## config.mk

```make
export PLATFORM = sky130hd
export DESIGN_NAME = pipe_reg_scoreboard
export DESIGN_NICKNAME = d
export VERILOG_FILES = /design/src/rtl/pipe_reg_scoreboard.sv
export SDC_FILE = /design/constraint.sdc
export NUM_CORES = 1
export LEC_CHECK = 0
export CORE_MARGIN = 10
export CORE_UTILIZATION = 54
export CTS_BUF_LIST = sky130_fd_sc_hd__clkbuf_8
export DETAILED_ROUTE_END_ITERATION = 10
export MAX_ROUTING_LAYER = met4
export PLACE_DENSITY_LB_ADDON = 0.08
export RECOVER_POWER = 100
export SYNTH_ARGS = -nofsm -noshare
export SYNTH_HDL_FRONTEND = slang
export SYNTH_SLANG_ARGS = --single-unit
```

## constraint.sdc

```tcl
create_clock -name clk -period 4.42 [get_ports clk]
set_clock_uncertainty 0.15 [all_clocks]
set_input_delay 0.884 -clock clk [delete_from_list [all_inputs] [get_ports clk]]
set_output_delay 0.884 -clock clk [all_outputs]
set_load 0.01 [all_outputs]
```

## src/rtl/pipe_reg_scoreboard.sv

```systemverilog
// pipe_reg_scoreboard: issue-stage scoreboard for the pipeline register file.
// Tracks in-flight writes per register, stalls issue on RAW hazards and on
// over-subscribed destinations, and sequences a pipeline drain.
// Optional feature macro: SB_WB_BYPASS_EN. When it is defined, a source
// hazard is suppressed if the last pending write to that source retires
// through writeback in the same cycle.
module pipe_reg_scoreboard #(
  parameter int MAX_INFLIGHT = 3,
  parameter int NUM_REGS     = 32
) (
  input  logic        clk,
  input  logic        reset,
  input  logic        waitrequest,
  input  logic        issue_valid,
  input  logic [4:0]  issue_rs,
  input  logic [4:0]  issue_rt,
  input  logic        issue_uses_rs,
  input  logic        issue_uses_rt,
  input  logic        issue_writes,
  input  logic [4:0]  issue_dst,
  input  logic        wb_valid,
  input  logic [4:0]  wb_dst,
  input  logic        drain_req,
  output logic        stall,
  output logic        issue_accept,
  output logic        drain_done,
  output logic [31:0] pending_mask,
  output logic [7:0]  inflight_total,
  output logic        sb_error
);

  localparam int CW = $clog2(MAX_INFLIGHT + 1);
  localparam logic [CW-1:0] CNT_MAX  = CW'(MAX_INFLIGHT);
  localparam logic [CW-1:0] CNT_ZERO = {CW{1'b0}};
  localparam logic [CW-1:0] CNT_ONE  = CW'(1);

  typedef enum logic [1:0] {
    ST_IDLE  = 2'd0,
    ST_DRAIN = 2'd1,
    ST_DONE  = 2'd2
  } state_e;

  logic [CW-1:0] count_q [NUM_REGS];
  logic [CW-1:0] count_d [NUM_REGS];
  state_e        state_q, state_d;
  logic          drain_done_q, drain_done_d;
  logic [7:0]    total_q, total_d;
  logic          err_q, err_d;

  logic [CW-1:0] cnt_rs_s, cnt_rt_s, cnt_dst_s, cnt_wb_s;
  logic          rs_byp_s, rt_byp_s;
  logic          rs_hz_s, rt_hz_s, waw_full_s;
  logic          inc_s, dec_s, same_s, up_s, down_s;

  // Hazard detection against the current counts; stall and accept are combinational.
  always_comb begin
    cnt_rs_s  = count_q[issue_rs];
    cnt_rt_s  = count_q[issue_rt];
    cnt_dst_s = count_q[issue_dst];
    cnt_wb_s  = count_q[wb_dst];
`ifdef SB_WB_BYPASS_EN
    // The regfile forwards the writeback value, so the last pending write
    // retiring this cycle does not block a reader.
    rs_byp_s = wb_valid & (wb_dst == issue_rs) & (cnt_rs_s == CNT_ONE);
    rt_byp_s = wb_valid & (wb_dst == issue_rt) & (cnt_rt_s == CNT_ONE);
`else
    rs_byp_s = 1'b0;
    rt_byp_s = 1'b0;
`endif
    rs_hz_s    = issue_uses_rs & (issue_rs != 5'd0) & (cnt_rs_s != CNT_ZERO) & ~rs_byp_s;
    rt_hz_s    = issue_uses_rt & (issue_rt != 5'd0) & (cnt_rt_s != CNT_ZERO) & ~rt_byp_s;
    waw_full_s = issue_writes & (issue_dst != 5'd0) & (cnt_dst_s == CNT_MAX);
    stall        = issue_valid & (rs_hz_s | rt_hz_s | waw_full_s | (state_q != ST_IDLE));
    issue_accept = issue_valid & ~stall & ~waitrequest;
  end

  // Classify this cycle's increment/decrement; same-register inc+dec cancels out.
  always_comb begin
    inc_s  = issue_accept & issue_writes & (issue_dst != 5'd0);
    dec_s  = wb_valid & (wb_dst != 5'd0);
    same_s = inc_s & dec_s & (issue_dst == wb_dst);
    up_s   = inc_s & ~same_s & (cnt_dst_s != CNT_MAX);
    down_s = dec_s & ~same_s & (cnt_wb_s != CNT_ZERO);
    err_d  = err_q | (dec_s & ~same_s & (cnt_wb_s == CNT_ZERO));
  end

  // Next-state per-register counts; register 0 is pinned to zero.
  always_comb begin
    for (int i = 0; i < NUM_REGS; i++) begin
      if (i == 0) begin
        count_d[i] = CNT_ZERO;
      end else if (up_s && (issue_dst == 5'(i))) begin
        count_d[i] = count_q[i] + CNT_ONE;
      end else if (down_s && (wb_dst == 5'(i))) begin
        count_d[i] = count_q[i] - CNT_ONE;
      end else begin
        count_d[i] = count_q[i];
      end
    end
  end

  // Running total follows the same +1/-1 events and saturates instead of wrapping.
  always_comb begin
    total_d = total_q;
    case ({up_s, down_s})
      2'b10: begin
        if (total_q != 8'hFF) total_d = total_q + 8'd1;
        else                  total_d = total_q;
      end
      2'b01: begin
        if (total_q != 8'h00) total_d = total_q - 8'd1;
        else                  total_d = total_q;
      end
      default: total_d = total_q;
    endcase
  end

  // Drain sequencer next state; DONE is entered once the pipeline will be empty.
  always_comb begin
    state_d = state_q;
    case (state_q)
      ST_IDLE: begin
        if (drain_req) state_d = ST_DRAIN;
        else           state_d = ST_IDLE;
      end
      ST_DRAIN: begin
        if (!drain_req)             state_d = ST_IDLE;
        else if (total_d == 8'h00)  state_d = ST_DONE;
        else                        state_d = ST_DRAIN;
      end
      ST_DONE: begin
        if (!drain_req) state_d = ST_IDLE;
        else            state_d = ST_DONE;
      end
      default: state_d = ST_IDLE;
    endcase
    drain_done_d = (state_d == ST_DONE);
  end

  // State registers; everything holds while memory asserts waitrequest.
  always_ff @(posedge clk or posedge reset) begin
    if (reset) begin
      for (int i = 0; i < NUM_REGS; i++) count_q[i] <= CNT_ZERO;
      state_q      <= ST_IDLE;
      drain_done_q <= 1'b0;
      total_q      <= 8'h00;
      err_q        <= 1'b0;
    end else if (!waitrequest) begin
      for (int i = 0; i < NUM_REGS; i++) count_q[i] <= count_d[i];
      state_q      <= state_d;
      drain_done_q <= drain_done_d;
      total_q      <= total_d;
      err_q        <= err_d;
    end
  end

  // Pending bit per register, derived from the registered counts.
  always_comb begin
    pending_mask = 32'h0000_0000;
    for (int i = 1; i < NUM_REGS; i++) begin
      pending_mask[i] = (count_q[i] != CNT_ZERO);
    end
  end

  assign drain_done     = drain_done_q;
  assign inflight_total = total_q;
  assign sb_error       = err_q;

endmodule

```

==> impl_metrics.yaml, run 1 <==
die:
  core_um2: 11960
  die_area_um2: 17030
  die_w_um: 130.5
  die_h_um: 130.5
  initial_utilization_pct: 55.13
  std_cell_rows: 40
  pin_count: 73
sta:
  period_minus_slack_ns: 4.508
  worst_pin_slew_ns: 1.506
  hold_viol_final: 0
  finalCritPeriodShare_pct: 102.0
  slew_viol_final: 36
  max_slew_margin_pct: -0.4957
  clock.fmax_mhz: 221.8
  whs_ns: 0.3525
  final-setup-viol-count: 3
  final.setup.worst_slack_ns: -0.08819
  grt_setup_unrepaired: "yes"
run_status:
  violations: "max-capacitance violations, max-slew violations, negative setup slack"
  status: "finished with violations"
routing:
  wl_per_cell_um: 23.86
  vias: 7877
  ant_nets: 0
  routed_wl_mm: 27.32
  drt_first_pass_iters: 6
  drt_iter0_drc: 1201
  via_per_inst: 6.879
  drc: 0
power:
  p_leak_nw: 3.486
  pwr-share-clk_pct: 26.0
  pwr-share-seq_pct: 38.5
  vdd_drop_max_mv: 0.2194
  power.switching_mw: 0.7761
  p_int_mw: 1.310
  power_frac_comb_pct: 35.5
  swShare_pct: 37.21
  power.density_nw_per_um2: 234.4
setup_path:
  crit_arrival_ns: 4.63
  crit_type: "in2reg"
  critPathMaxFanout: 5
  cp_data_required_time_ns: 4.55
  crit_path_top_delay_cell: "mux4_2"
  crit_chain: "clkdlybuf4s15_1, mux4_2, a311o_1, a211o_1, a32oi_2, or3_4, nand2_4, or2_4, ha_4, inv_4, buf_4, a31oi_1, a22o_1, nand4b_1, or4_4, and2_1"
  cp_slowest_stage_delay_ns: 0.53
  startpoint_type: "primary input"
  end_kind: "flop"
placed_design:
  placedCellCount: 1118
  port_buffers: 71
  gp_congestion: 1.076
  dp_hpwl_mm: 20.46
cts:
  numCtsBuffers: 9
  clockBufferDepth: 2
  hold_buffers: 0
  insertion_delay_ns: 0.38
  cts_root_buf: "clkbuf_8"
  path_clk_slew_ns: 0.08
  cts_tree: "done"
  clock_sinks: 74
  htreeDepth: 3
layout:
  post_layout_nonfiller_instances: 1145
  drive_gt1_share_pct: 27.96
  fillers: 930
  n_antenna_cell: 0
  syn_to_final_growth_pct: 34.93
  fin_nets: 1029
yosys:
  ys_seq_elements: 74
  synth_area_per_cell_um2: 8.151
  synth-seq-area-share_pct: 28.08
  ys_types: 69
  syn_nets: 843
  yosys_warnings: 0
  synth.most_common_cell: "dfrtp_1"
  synth.cell_area_um2: 6594
  synth_common_cells: "dfrtp_1, nand2_1, nand3_1, clkbuf_1, inv_1"
  synth_edf_count: 0
  yosys-top-cells-area: "dfrtp_1, mux4_2, nand3_1"
  async_flop_share_pct: 100.0
  yosysTopAreaCell: "dfrtp_1"
  synth_flop_cell: "dfrtp_1"
  synth_top_cell_area_share_pct: 28.08
  syn_inst: 809
global_route:
  track_usage_pct: 33.38
  first_global_vias: 7616
  grt_overflow: 0
  grt_antenna_before_repair: 0
  grt_max_degree: 65
  grt_pass1_wl_mm: 42.75
run:
  maxCapViolCount: 1
min_path:
  min_path_type: "reg2reg"
-- state kept, by name, indices dropped and copies added (netlist names) --
| register | cells |
|---|---|
| count_q | 62 |
| inflight_total | 8 |
| state_q | 2 |
| drain_done | 1 |
| sb_error | 1 |
-- path summary, 6_finish.rpt --
check                            startpoint           endpoint  slack, ns  cells past startpoint
min in group asynchronous             reset        count_q[37]       1.24                      2
worst max-delay path            issue_rs[1]         state_q[0]      -0.09                     16
worst max register to register  count_q[16]         state_q[0]      -0.03                     17
worst min-delay path               sb_error           sb_error       0.35                      1
max in group asynchronous             reset  inflight_total[1]       1.13                      3
worst min register to register     sb_error           sb_error       0.35                      1
-- final cells by class --
cell class / instances / area, µm² / share of cell area, %
clock buffers: 10 / 137.6 / 1.547
inverters: 50 / 200.2 / 2.250
well taps: 147 / 183.9 / 2.067
multi-input cells: 617 / 4458 / 50.11
repair buffers: 243 / 2019 / 22.70
flip-flops and latches: 74 / 1852 / 20.81
clock inverters: 4 / 46.29 / 0.5203
-- timing repair --
| item | 4_1_cts | 5_1_grt |
|---|---|---|
| hold endpoints to repair | 0 | 0 |
| resized for setup | 78 | 17 |
| setup buffers | 8 | 5 |
| setup endpoints to repair | 13 | 4 |
| pin swaps | 21 | 14 |
| gates cloned | 0 | 0 |
-- cell families (layout without fill, tap and decap cells) --
| family | after synthesis | after routing | synth area share [%] |
|---|---|---|---|
| AOI/OAI and AO/OA | 205 | 205 | 21.95 |
| DFF | 74 | 74 | 28.08 |
| xor gates and xnor gates | 7 | 7 | 0.9298 |
| adders and majority gates | 5 | 5 | 0.9488 |
| buffers and inverters | 118 | 307 | 7.116 |
| and+or+nand+nor | 360 | 360 | 29.58 |
| muxes | 39 | 39 | 11.33 |
| other | 1 | 1 | 0.05687 |
-- placed cells by master, fill, tap and decap left out, types with 6 or more instances in the layout --
cell type,count
a21oi_1,37
a22oi_1,13
a31oi_1,6
and2_1,24
buf_4,164
buf_6,8
clkbuf_8,10
clkdlybuf4s50_1,44
dfrtp_1,74
dlygate4sd2_1,11
dlygate4sd3_1,7
inv_1,46
mux2i_1,6
mux4_2,28
nand2_1,63
nand3_1,56
nand4_1,24
nor2_1,43
nor2b_1,7
nor3_1,38
o211ai_1,13
o21ai_0,33
o221ai_1,29
o2bb2a_1,6
o311ai_1,8
or2_1,12
or2_2,11
or2_4,6
or3_1,15
or4_1,33
-- through the flow --
step	setup slack, ns	power (mW)	util [%]	TNS [ns]	instance area [µm²]
global placement	-1.053	1.459	70.43	-7.708	8424
global route	-0.1346	2.182	74.38	-0.3419	8897
floorplan	-0.5323	1.178	-	-1.497	6668
finish	-0.08819	2.086	74.38	-0.1736	8897
CTS	-0.02465	2.054	73.71	-0.06267	8817
detailed placement	-1.181	1.470	70.43	-9.039	8424
-- power by group through the flow --
stage	Clock, mW	Combinational (mW)	Sequential, mW
after floorplan	0	0.394	0.785
after global placement	0	0.651	0.809
after detailed placement	0	0.661	0.809
after CTS	0.546	0.710	0.798
after global routing	0.580	0.792	0.811
final	0.542	0.741	0.802
-- critical path: cells and delay by family --
family	cells	cell delay [ns]
compound gates	5	1.24
fa+ha+maj	1	0.30
buf+inv	3	0.42
mux	1	0.53
simple gates	6	1.27
-- routing by layer --
metal  vias to the layer above  global-route usage, %  wire length [µm]
met5                         -                      -                 0
li1                       3459                      -                 -
met1                      3701                  39.77              9968
met3                       138                  5.560              2698
met4                         0                  21.58              1940
met2                       579                  51.65             12720
No activity file was read; power rests on OpenSTA's default activity.
==> run 2, diff against run 1 <==
CAP_MARGIN = 20   (was not set)
==> results of run 2 <==
No change in the layout: final DEF, timing and power equal those of run 1.
==> run 3, diff against run 2 <==
CAP_MARGIN = not set   (was 20)
SLEW_MARGIN = 20   (was not set)
==> results of run 3 <==
No change in the layout: final DEF, timing and power equal those of run 1.
